## src/rtl/mbist_sti_pkg.sv

```systemverilog
// Shared types and constants for the MBIST stimulus sequencer.
// Build option MBIST_STI_USER_EN adds a scan-loadable user stimulus entry.
package mbist_sti_pkg;

  typedef enum logic [1:0] {
    IDLE   = 2'd0,
    ACTIVE = 2'd1,
    DONE   = 2'd2
  } sti_state_e;

  localparam int STI_MAX = 16;

`ifdef MBIST_STI_USER_EN
  localparam int USER_ENT = 1;
`else
  localparam int USER_ENT = 0;
`endif

  // March-element encodings: [7] address direction, [6:0] op sequence code.
  localparam logic [7:0] STI_TYPE1 = 8'h01;  // legacy TYPE1: up(w0)
  localparam logic [7:0] STI_TYPE2 = 8'h8A;
  localparam logic [7:0] STI_TYPE3 = 8'h46;
  localparam logic [7:0] STI_TYPE4 = 8'hC9;
  localparam logic [7:0] STI_TYPE5 = 8'h25;
  localparam logic [7:0] STI_TYPE6 = 8'hA6;
  localparam logic [7:0] STI_TYPE7 = 8'h5C;
  localparam logic [7:0] STI_TYPE8 = 8'hF3;

  localparam logic [63:0] STI_TABLE_DFLT = {
    STI_TYPE8, STI_TYPE7, STI_TYPE6, STI_TYPE5,
    STI_TYPE4, STI_TYPE3, STI_TYPE2, STI_TYPE1
  };

  function automatic int idx_wd(input int n);
    return (n > 1) ? $clog2(n) : 1;
  endfunction

endpackage

```

## src/rtl/mbist_sti_seq_if.sv

```systemverilog
// Handshake and stimulus bus between the MBIST FSM (master) and the sequencer (slave).
interface mbist_sti_seq_if
  import mbist_sti_pkg::*;
#(
  parameter int STI_WD     = 8,
  parameter int STI_IDX_WD = idx_wd(8 + USER_ENT),
  parameter int RPT_WD     = 4
);

  logic                  start;
  logic                  next;
  logic [RPT_WD-1:0]     rpt;
  logic [STI_WD-1:0]     stimulus;
  logic [STI_IDX_WD-1:0] sti_idx;
  logic                  sti_valid;
  logic                  last_stimulus;
  logic                  busy;
  logic                  done;

  modport master (
    output start, next, rpt,
    input  stimulus, sti_idx, sti_valid, last_stimulus, busy, done
  );

  modport slave (
    input  start, next, rpt,
    output stimulus, sti_idx, sti_valid, last_stimulus, busy, done
  );

endinterface

```

## src/rtl/mbist_sti_nxt_enc.sv

```systemverilog
// Finds the lowest set mask bit at/above (incl_base=1) or strictly above (incl_base=0) base.
module mbist_sti_nxt_enc #(
  parameter int N      = 8,
  parameter int IDX_WD = 3
) (
  input  logic [N-1:0]      mask,
  input  logic [IDX_WD-1:0] base,
  input  logic              incl_base,
  output logic              found,
  output logic [IDX_WD-1:0] idx
);

  // Priority scan from bit 0 upward; first qualifying bit wins.
  always_comb begin
    found = 1'b0;
    idx   = '0;
    for (int unsigned i = 0; i < N; i++) begin
      if (!found && mask[i] &&
          ((IDX_WD'(i) > base) || (incl_base && (IDX_WD'(i) == base)))) begin
        found = 1'b1;
        idx   = IDX_WD'(i);
      end
    end
  end

endmodule

```

## src/rtl/mbist_sti_seq.sv

```systemverilog
// MBIST stimulus sequencer: walks a scan-programmed enable mask over the stimulus
// table with multi-pass repeat. Define MBIST_STI_USER_EN for an extra scan-loaded
// user entry at index STI_NUM.
module mbist_sti_seq
  import mbist_sti_pkg::*;
#(
  parameter int                        STI_NUM    = 8,
  parameter int                        STI_WD     = 8,
  parameter int                        STI_IDX_WD = idx_wd(STI_NUM + USER_ENT),
  parameter int                        RPT_WD     = 4,
  parameter logic [STI_NUM*STI_WD-1:0] STI_TABLE  = STI_TABLE_DFLT,
  parameter logic [STI_NUM-1:0]        MASK_RST   = '1
) (
  input  logic                  clk,
  input  logic                  rst_n,
  input  logic                  scan_shift,
  input  logic                  sdi,
  output logic                  sdo,
  mbist_sti_seq_if.slave        bus
);

  localparam int N_ENT = STI_NUM + USER_ENT;
  localparam logic [N_ENT-1:0] MASK_RST_FULL = N_ENT'(MASK_RST);

  sti_state_e            state_q, state_d;
  logic [N_ENT-1:0]      mask_q, mask_d;
  logic [STI_IDX_WD-1:0] sti_idx_q, sti_idx_d;
  logic [RPT_WD-1:0]     pass_cnt_q, pass_cnt_d;
  logic [RPT_WD-1:0]     rpt_q, rpt_d;
  logic [STI_WD-1:0]     stimulus_q, stimulus_d;
`ifdef MBIST_STI_USER_EN
  logic [STI_WD-1:0]     user_sti_q, user_sti_d;
`endif

  logic                  first_found;
  logic [STI_IDX_WD-1:0] first_idx;
  logic                  has_nxt;
  logic [STI_IDX_WD-1:0] nxt_idx;

  mbist_sti_nxt_enc #(
    .N      (N_ENT),
    .IDX_WD (STI_IDX_WD)
  ) u_first_enc (
    .mask      (mask_q),
    .base      ('0),
    .incl_base (1'b1),
    .found     (first_found),
    .idx       (first_idx)
  );

  mbist_sti_nxt_enc #(
    .N      (N_ENT),
    .IDX_WD (STI_IDX_WD)
  ) u_nxt_enc (
    .mask      (mask_q),
    .base      (sti_idx_q),
    .incl_base (1'b0),
    .found     (has_nxt),
    .idx       (nxt_idx)
  );

  // Config chain shift: sdi -> [user_sti] -> mask -> sdo, LSB exits first.
  always_comb begin
    mask_d = mask_q;
`ifdef MBIST_STI_USER_EN
    user_sti_d = user_sti_q;
    if (scan_shift) begin
      user_sti_d = STI_WD'({sdi, user_sti_q} >> 1);
      mask_d     = N_ENT'({user_sti_q[0], mask_q} >> 1);
    end
`else
    if (scan_shift) begin
      mask_d = N_ENT'({sdi, mask_q} >> 1);
    end
`endif
  end

  assign sdo = mask_q[0];

  // Sequencer next-state: scan_shift aborts from any state and blocks start.
  always_comb begin
    state_d    = state_q;
    sti_idx_d  = sti_idx_q;
    pass_cnt_d = pass_cnt_q;
    rpt_d      = rpt_q;
    if (scan_shift) begin
      state_d = IDLE;
    end else begin
      unique case (state_q)
        IDLE: begin
          if (bus.start) begin
            if (first_found) begin
              state_d    = ACTIVE;
              sti_idx_d  = first_idx;
              pass_cnt_d = '0;
              rpt_d      = bus.rpt;
            end else begin
              state_d = DONE;
            end
          end
        end
        ACTIVE: begin
          if (bus.next) begin
            if (has_nxt) begin
              sti_idx_d = nxt_idx;
            end else if (pass_cnt_q < rpt_q) begin
              sti_idx_d  = first_idx;
              pass_cnt_d = pass_cnt_q + RPT_WD'(1);
            end else begin
              state_d = DONE;
            end
          end
        end
        DONE:    state_d = IDLE;
        default: state_d = IDLE;
      endcase
    end
  end

  // Stimulus is looked up from the next index so it tracks sti_idx without lag.
  always_comb begin
    stimulus_d = STI_TABLE[STI_WD-1:0];
    for (int unsigned i = 0; i < STI_NUM; i++) begin
      if (sti_idx_d == STI_IDX_WD'(i)) begin
        stimulus_d = STI_TABLE[i*STI_WD +: STI_WD];
      end
    end
`ifdef MBIST_STI_USER_EN
    if (sti_idx_d == STI_IDX_WD'(STI_NUM)) begin
      stimulus_d = user_sti_d;
    end
`endif
  end

  // State, config and stimulus registers.
  always_ff @(posedge clk or negedge rst_n) begin
    if (!rst_n) begin
      state_q    <= IDLE;
      mask_q     <= MASK_RST_FULL;
      sti_idx_q  <= '0;
      pass_cnt_q <= '0;
      rpt_q      <= '0;
      stimulus_q <= STI_TABLE[STI_WD-1:0];
`ifdef MBIST_STI_USER_EN
      user_sti_q <= '0;
`endif
    end else begin
      state_q    <= state_d;
      mask_q     <= mask_d;
      sti_idx_q  <= sti_idx_d;
      pass_cnt_q <= pass_cnt_d;
      rpt_q      <= rpt_d;
      stimulus_q <= stimulus_d;
`ifdef MBIST_STI_USER_EN
      user_sti_q <= user_sti_d;
`endif
    end
  end

  assign bus.stimulus      = stimulus_q;
  assign bus.sti_idx       = sti_idx_q;
  assign bus.sti_valid     = (state_q == ACTIVE);
  assign bus.busy          = (state_q != IDLE);
  assign bus.done          = (state_q == DONE);
  assign bus.last_stimulus = bus.sti_valid & ~has_nxt & (pass_cnt_q == rpt_q);

endmodule

```

## src/flat_wrapper.sv

```systemverilog
// flat-port wrapper written by rule: the top's interface ports become plain ports
module mbist_sti_seq_flat import mbist_sti_pkg::*;
#(
  parameter int                        STI_NUM    = 8,
  parameter int                        STI_WD     = 8,
  parameter int                        STI_IDX_WD = idx_wd(STI_NUM + USER_ENT),
  parameter int                        RPT_WD     = 4,
  parameter logic [STI_NUM*STI_WD-1:0] STI_TABLE  = STI_TABLE_DFLT,
  parameter logic [STI_NUM-1:0]        MASK_RST   = '1
)
  (clk, rst_n, scan_shift, sdi, sdo, bus_start, bus_next, bus_rpt, bus_stimulus, bus_sti_idx, bus_sti_valid, bus_last_stimulus, bus_busy, bus_done);
  mbist_sti_seq_if #(.STI_WD(STI_WD), .STI_IDX_WD(STI_IDX_WD), .RPT_WD(RPT_WD)) bus_i ();
  input  logic clk;
  input  logic rst_n;
  input  logic scan_shift;
  input  logic sdi;
  output logic sdo;
  input wire logic [$bits(bus_i.start)-1:0] bus_start;
  input wire logic [$bits(bus_i.next)-1:0] bus_next;
  input wire logic [$bits(bus_i.rpt)-1:0] bus_rpt;
  output wire logic [$bits(bus_i.stimulus)-1:0] bus_stimulus;
  output wire logic [$bits(bus_i.sti_idx)-1:0] bus_sti_idx;
  output wire logic [$bits(bus_i.sti_valid)-1:0] bus_sti_valid;
  output wire logic [$bits(bus_i.last_stimulus)-1:0] bus_last_stimulus;
  output wire logic [$bits(bus_i.busy)-1:0] bus_busy;
  output wire logic [$bits(bus_i.done)-1:0] bus_done;
  assign bus_i.start = bus_start;
  assign bus_i.next = bus_next;
  assign bus_i.rpt = bus_rpt;
  assign bus_stimulus = bus_i.stimulus;
  assign bus_sti_idx = bus_i.sti_idx;
  assign bus_sti_valid = bus_i.sti_valid;
  assign bus_last_stimulus = bus_i.last_stimulus;
  assign bus_busy = bus_i.busy;
  assign bus_done = bus_i.done;
  mbist_sti_seq #(.STI_NUM(STI_NUM), .STI_WD(STI_WD), .STI_IDX_WD(STI_IDX_WD), .RPT_WD(RPT_WD), .STI_TABLE(STI_TABLE), .MASK_RST(MASK_RST)) u_core (.clk(clk), .rst_n(rst_n), .scan_shift(scan_shift), .sdi(sdi), .sdo(sdo), .bus(bus_i));
endmodule
```

## config.mk

```make
export PLATFORM = sky130hd
export DESIGN_NAME = mbist_sti_seq_flat
export DESIGN_NICKNAME = d
export VERILOG_FILES = /design/src/rtl/mbist_sti_pkg.sv /design/src/rtl/mbist_sti_seq_if.sv /design/src/rtl/mbist_sti_nxt_enc.sv /design/src/rtl/mbist_sti_seq.sv /design/src/flat_wrapper.sv
export SDC_FILE = /design/constraint.sdc
export NUM_CORES = 1
export LEC_CHECK = 0
export ABC_AREA = 1
export CAP_MARGIN = 20
export CORE_ASPECT_RATIO = 0.5
export CORE_UTILIZATION = 50
export CTS_BUF_LIST = sky130_fd_sc_hd__clkbuf_4 sky130_fd_sc_hd__clkbuf_8
export DETAILED_ROUTE_END_ITERATION = 6
export PLACE_DENSITY = 0.75
export SETUP_SLACK_MARGIN = 0.4
export SYNTH_ARGS = -nofsm -noshare
export SYNTH_HDL_FRONTEND = slang
export SYNTH_SLANG_ARGS = --single-unit
export TNS_END_PERCENT = 1
```

## constraint.sdc

```tcl
create_clock -name clk -period 4.6 [get_ports clk]
set_input_delay 0.92 -clock clk [delete_from_list [all_inputs] [get_ports clk]]
set_output_delay 0.92 -clock clk [all_outputs]
set_load 0.01 [all_outputs]
```

==> impl_metrics.yaml <==
route:
  finalWirelength_um: 3730
  viasPerCell: 5.22
  drt_iter0_markers: 105
  final_antenna_net_count: 0
  num_vias: 1562
  first_pass_iters: 4
  detail_route.wl_per_cell_um: 12.5
  drc_errors: 0
synthesis:
  syn_inst: 231
  syn_area_sq_um: 1740
  synth.area.top_cells: "dfrtp_1 27%, nand2_1 14%, dfstp_2 14%"
  synth_area_per_cell_sq_um: 7.54
  synth.top_cells.by_count: "65 x nand2_1, 28 x inv_1, 19 x dfrtp_1, 19 x nor2_1, 15 x nand3_1"
  yosys.area.top_type_share_pct: 27.3
  ys_ff_latch: 28
  synth_largest_area_cell: "dfrtp_1"
  synth_edf_count: 0
  ys_warn_count: 0
  ys.flop_type: "dfrtp_1"
  synth.distinct_cells: 31
  yosys.cell_count.top_type: "nand2_1"
  synthArstFlopShare_pct: 100
  seq_area_frac_synth_pct: 40.9
  synth_fp_nets: 248
cts:
  clk_pin_slew_ns: 0.10
  cts_made_buffers: 3
  h-tree-depth: 1
  clockBufferDepth: 2
  clock_sinks: 28
  cts-root-buf: "clkbuf_8"
  post_cts_resized: 0
  cts_setup_buffers: 0
  cts_tree: "done"
  ctsHoldBuffers: 0
  insertion_delay_ns: 0.28
timing:
  max_freq_mhz: 311
  whs_ns: 0.518
  rsz0062_at_grt: "no"
  relSlewSlack_pct: 67.5
  worst-slew-pin-transition_ns: 0.486
  min_period_ns: 3.22
  hold_viol: 0
  tns_ns: 0
  period_share_pct: 69.9
  setup_violations: 0
  slew_viol_final: 0
  skew_ns: 0.00808
place:
  place_area_sq_um: 2030
  placed_cells: 294
  gp_congestion: 0.895
  io_buffers: 25
  hpwlAfterDp_um: 2930
worst_setup_path:
  start_kind: "flip-flop"
  r2r-end: "u_core.bus.stimulus[3]"
  cp-end-kind: "output port"
  worstReg2RegStart: "u_core.pass_cnt_q[1]"
  reg2reg_slack_ns: 2.06
  critPathRequiredTime_ns: 3.68
  crit_arrival_ns: 2.30
  cp_max_fo: 8
  r2r_cells: 20
  cp-startpoint: "u_core.bus.sti_idx[1]"
  criticalPathCategory: "flip-flop to output port"
  crit_end: "bus_last_stimulus"
grt:
  grt_antenna_before_repair: 0
  globalRouteOverflowTotal: 0
  grt_pass1_vias: 1354
  grt_max_degree: 22
  grt_use_total_pct: 22.2
  grt_pass1_wl_um: 6350
outcome:
  outcome: "complete, no violations"
floorplan:
  die-height_um: 43.7
  std_cell_rows: 14
  start_util_pct: 55.2
  die-area_sq_um: 3740
  boundaryPins: 26
  fp.dieW_um: 85.5
  core_sq_um: 3150
power:
  cellLeakagePower_nw: 1.03
  ir_drop_v: 0.000338
  power.density_nw_per_um2: 589
final_layout:
  num_antenna_cells: 0
  area_delta_synth_final_pct: 22.5
  nets: 277
  drive_gt1_share_pct: 14.3
  layoutNonFillerInstCount: 299
  postLayoutCellArea_sq_um: 2130
  final_util_pct: 67.7
min_path:
  min_path_type: "flip-flop to flip-flop"
job:
  max_cap_viol_count: 0
==> area by class of cell <==
cell class	count	area (sq um)
Sequential cell	28	712
Multi-Input combinational cell	164	880
Timing Repair Buffer	27	285
Fill cell	263	1020
Clock buffer	3	41.3
Tap cell	40	50.0
Clock inverter	1	30.0
Inverter	36	135
==> routing by layer <==
layer,track usage [%],share of wire (%),up-vias
li1,-,-,796
met1,32.9,48,708
met2,34.4,44,56
met3,4.76,8.0,2
met4,4.00,0.11,0
met5,0,0,-
==> cells in the final DEF, fill, tap and decap left out, types with 3 or more instances in the layout <==
master and instances:
dfrtp_1 19, nand4_1 3, ha_1 7, o21ai_1 12, a21oi_1 6, clkdlybuf4s50_1 25
nand2_1 65, nor2_1 19, dfstp_2 9, nand2_2 4, nand3_1 15, o21ai_0 14
nand3_2 3, inv_1 28, inv_2 6, clkbuf_8 3
==> power by group <==
| group | leakage [nW] | internal (mW) | switching (mW) |
|---|---|---|---|
| clock network | 0.0357 | 0.117 | 0.0796 |
| registers | 0.340 | 0.337 | 0.0698 |
| logic | 0.654 | 0.268 | 0.385 |
==> metrics by stage <==
stage / total power [mW] / worst slack, ns
global placement: 1.05 / 1.66
CTS: 1.26 / 1.40
floorplan: 0.843 / 2.32
detailed placement: 1.06 / 1.55
global route: 1.37 / 1.27
finish: 1.26 / 1.38
==> how the worst min path moves through the flow <==
stage	end	startpoint	cells past startpoint	slack [ns]
6_report	u_core.rpt_q[0]	u_core.rpt_q[0]	2	0.52
5_1_grt	u_core.rpt_q[0]	u_core.rpt_q[0]	2	0.55
4_1_cts	u_core.rpt_q[0]	u_core.rpt_q[0]	2	0.52
3_5_place_dp	u_core.rpt_q[0]	u_core.rpt_q[0]	2	0.50
3_3_place_gp	u_core.rpt_q[0]	u_core.rpt_q[0]	2	0.49
2_1_floorplan	u_core.rpt_q[0]	u_core.rpt_q[0]	2	0.45
==> state kept, by name (all words and copies together) (netlist names) <==
register             flops
u_core.rpt_q             4
u_core.mask_q            8
u_core.bus.sti_idx       3
u_core.state_q           2
u_core.bus.stimulus      7
u_core.pass_cnt_q        4
==> kinds of logic (layout without fill, tap and decap cells) <==
group                      Yosys count  count (layout)  share of synthesized area, %
DFF                                 28              28                          40.9
and+or+nand+nor                    120             120                          34.1
buffers and inverters               39              67                          8.62
adders and majority gates            7               7                          5.03
AOI/OAI and AO/OA                   37              37                          11.4
==> critical path: stages, from the launching register on <==
cell	delay, ns
dfrtp_1	0.51
inv_1	0.14
nand3_2	0.11
nand3_2	0.10
nor2_2	0.13
nand4_2	0.15
nor4_1	0.27
clkdlybuf4s50_1	0.60
Power figures use the tool's default switching activity.
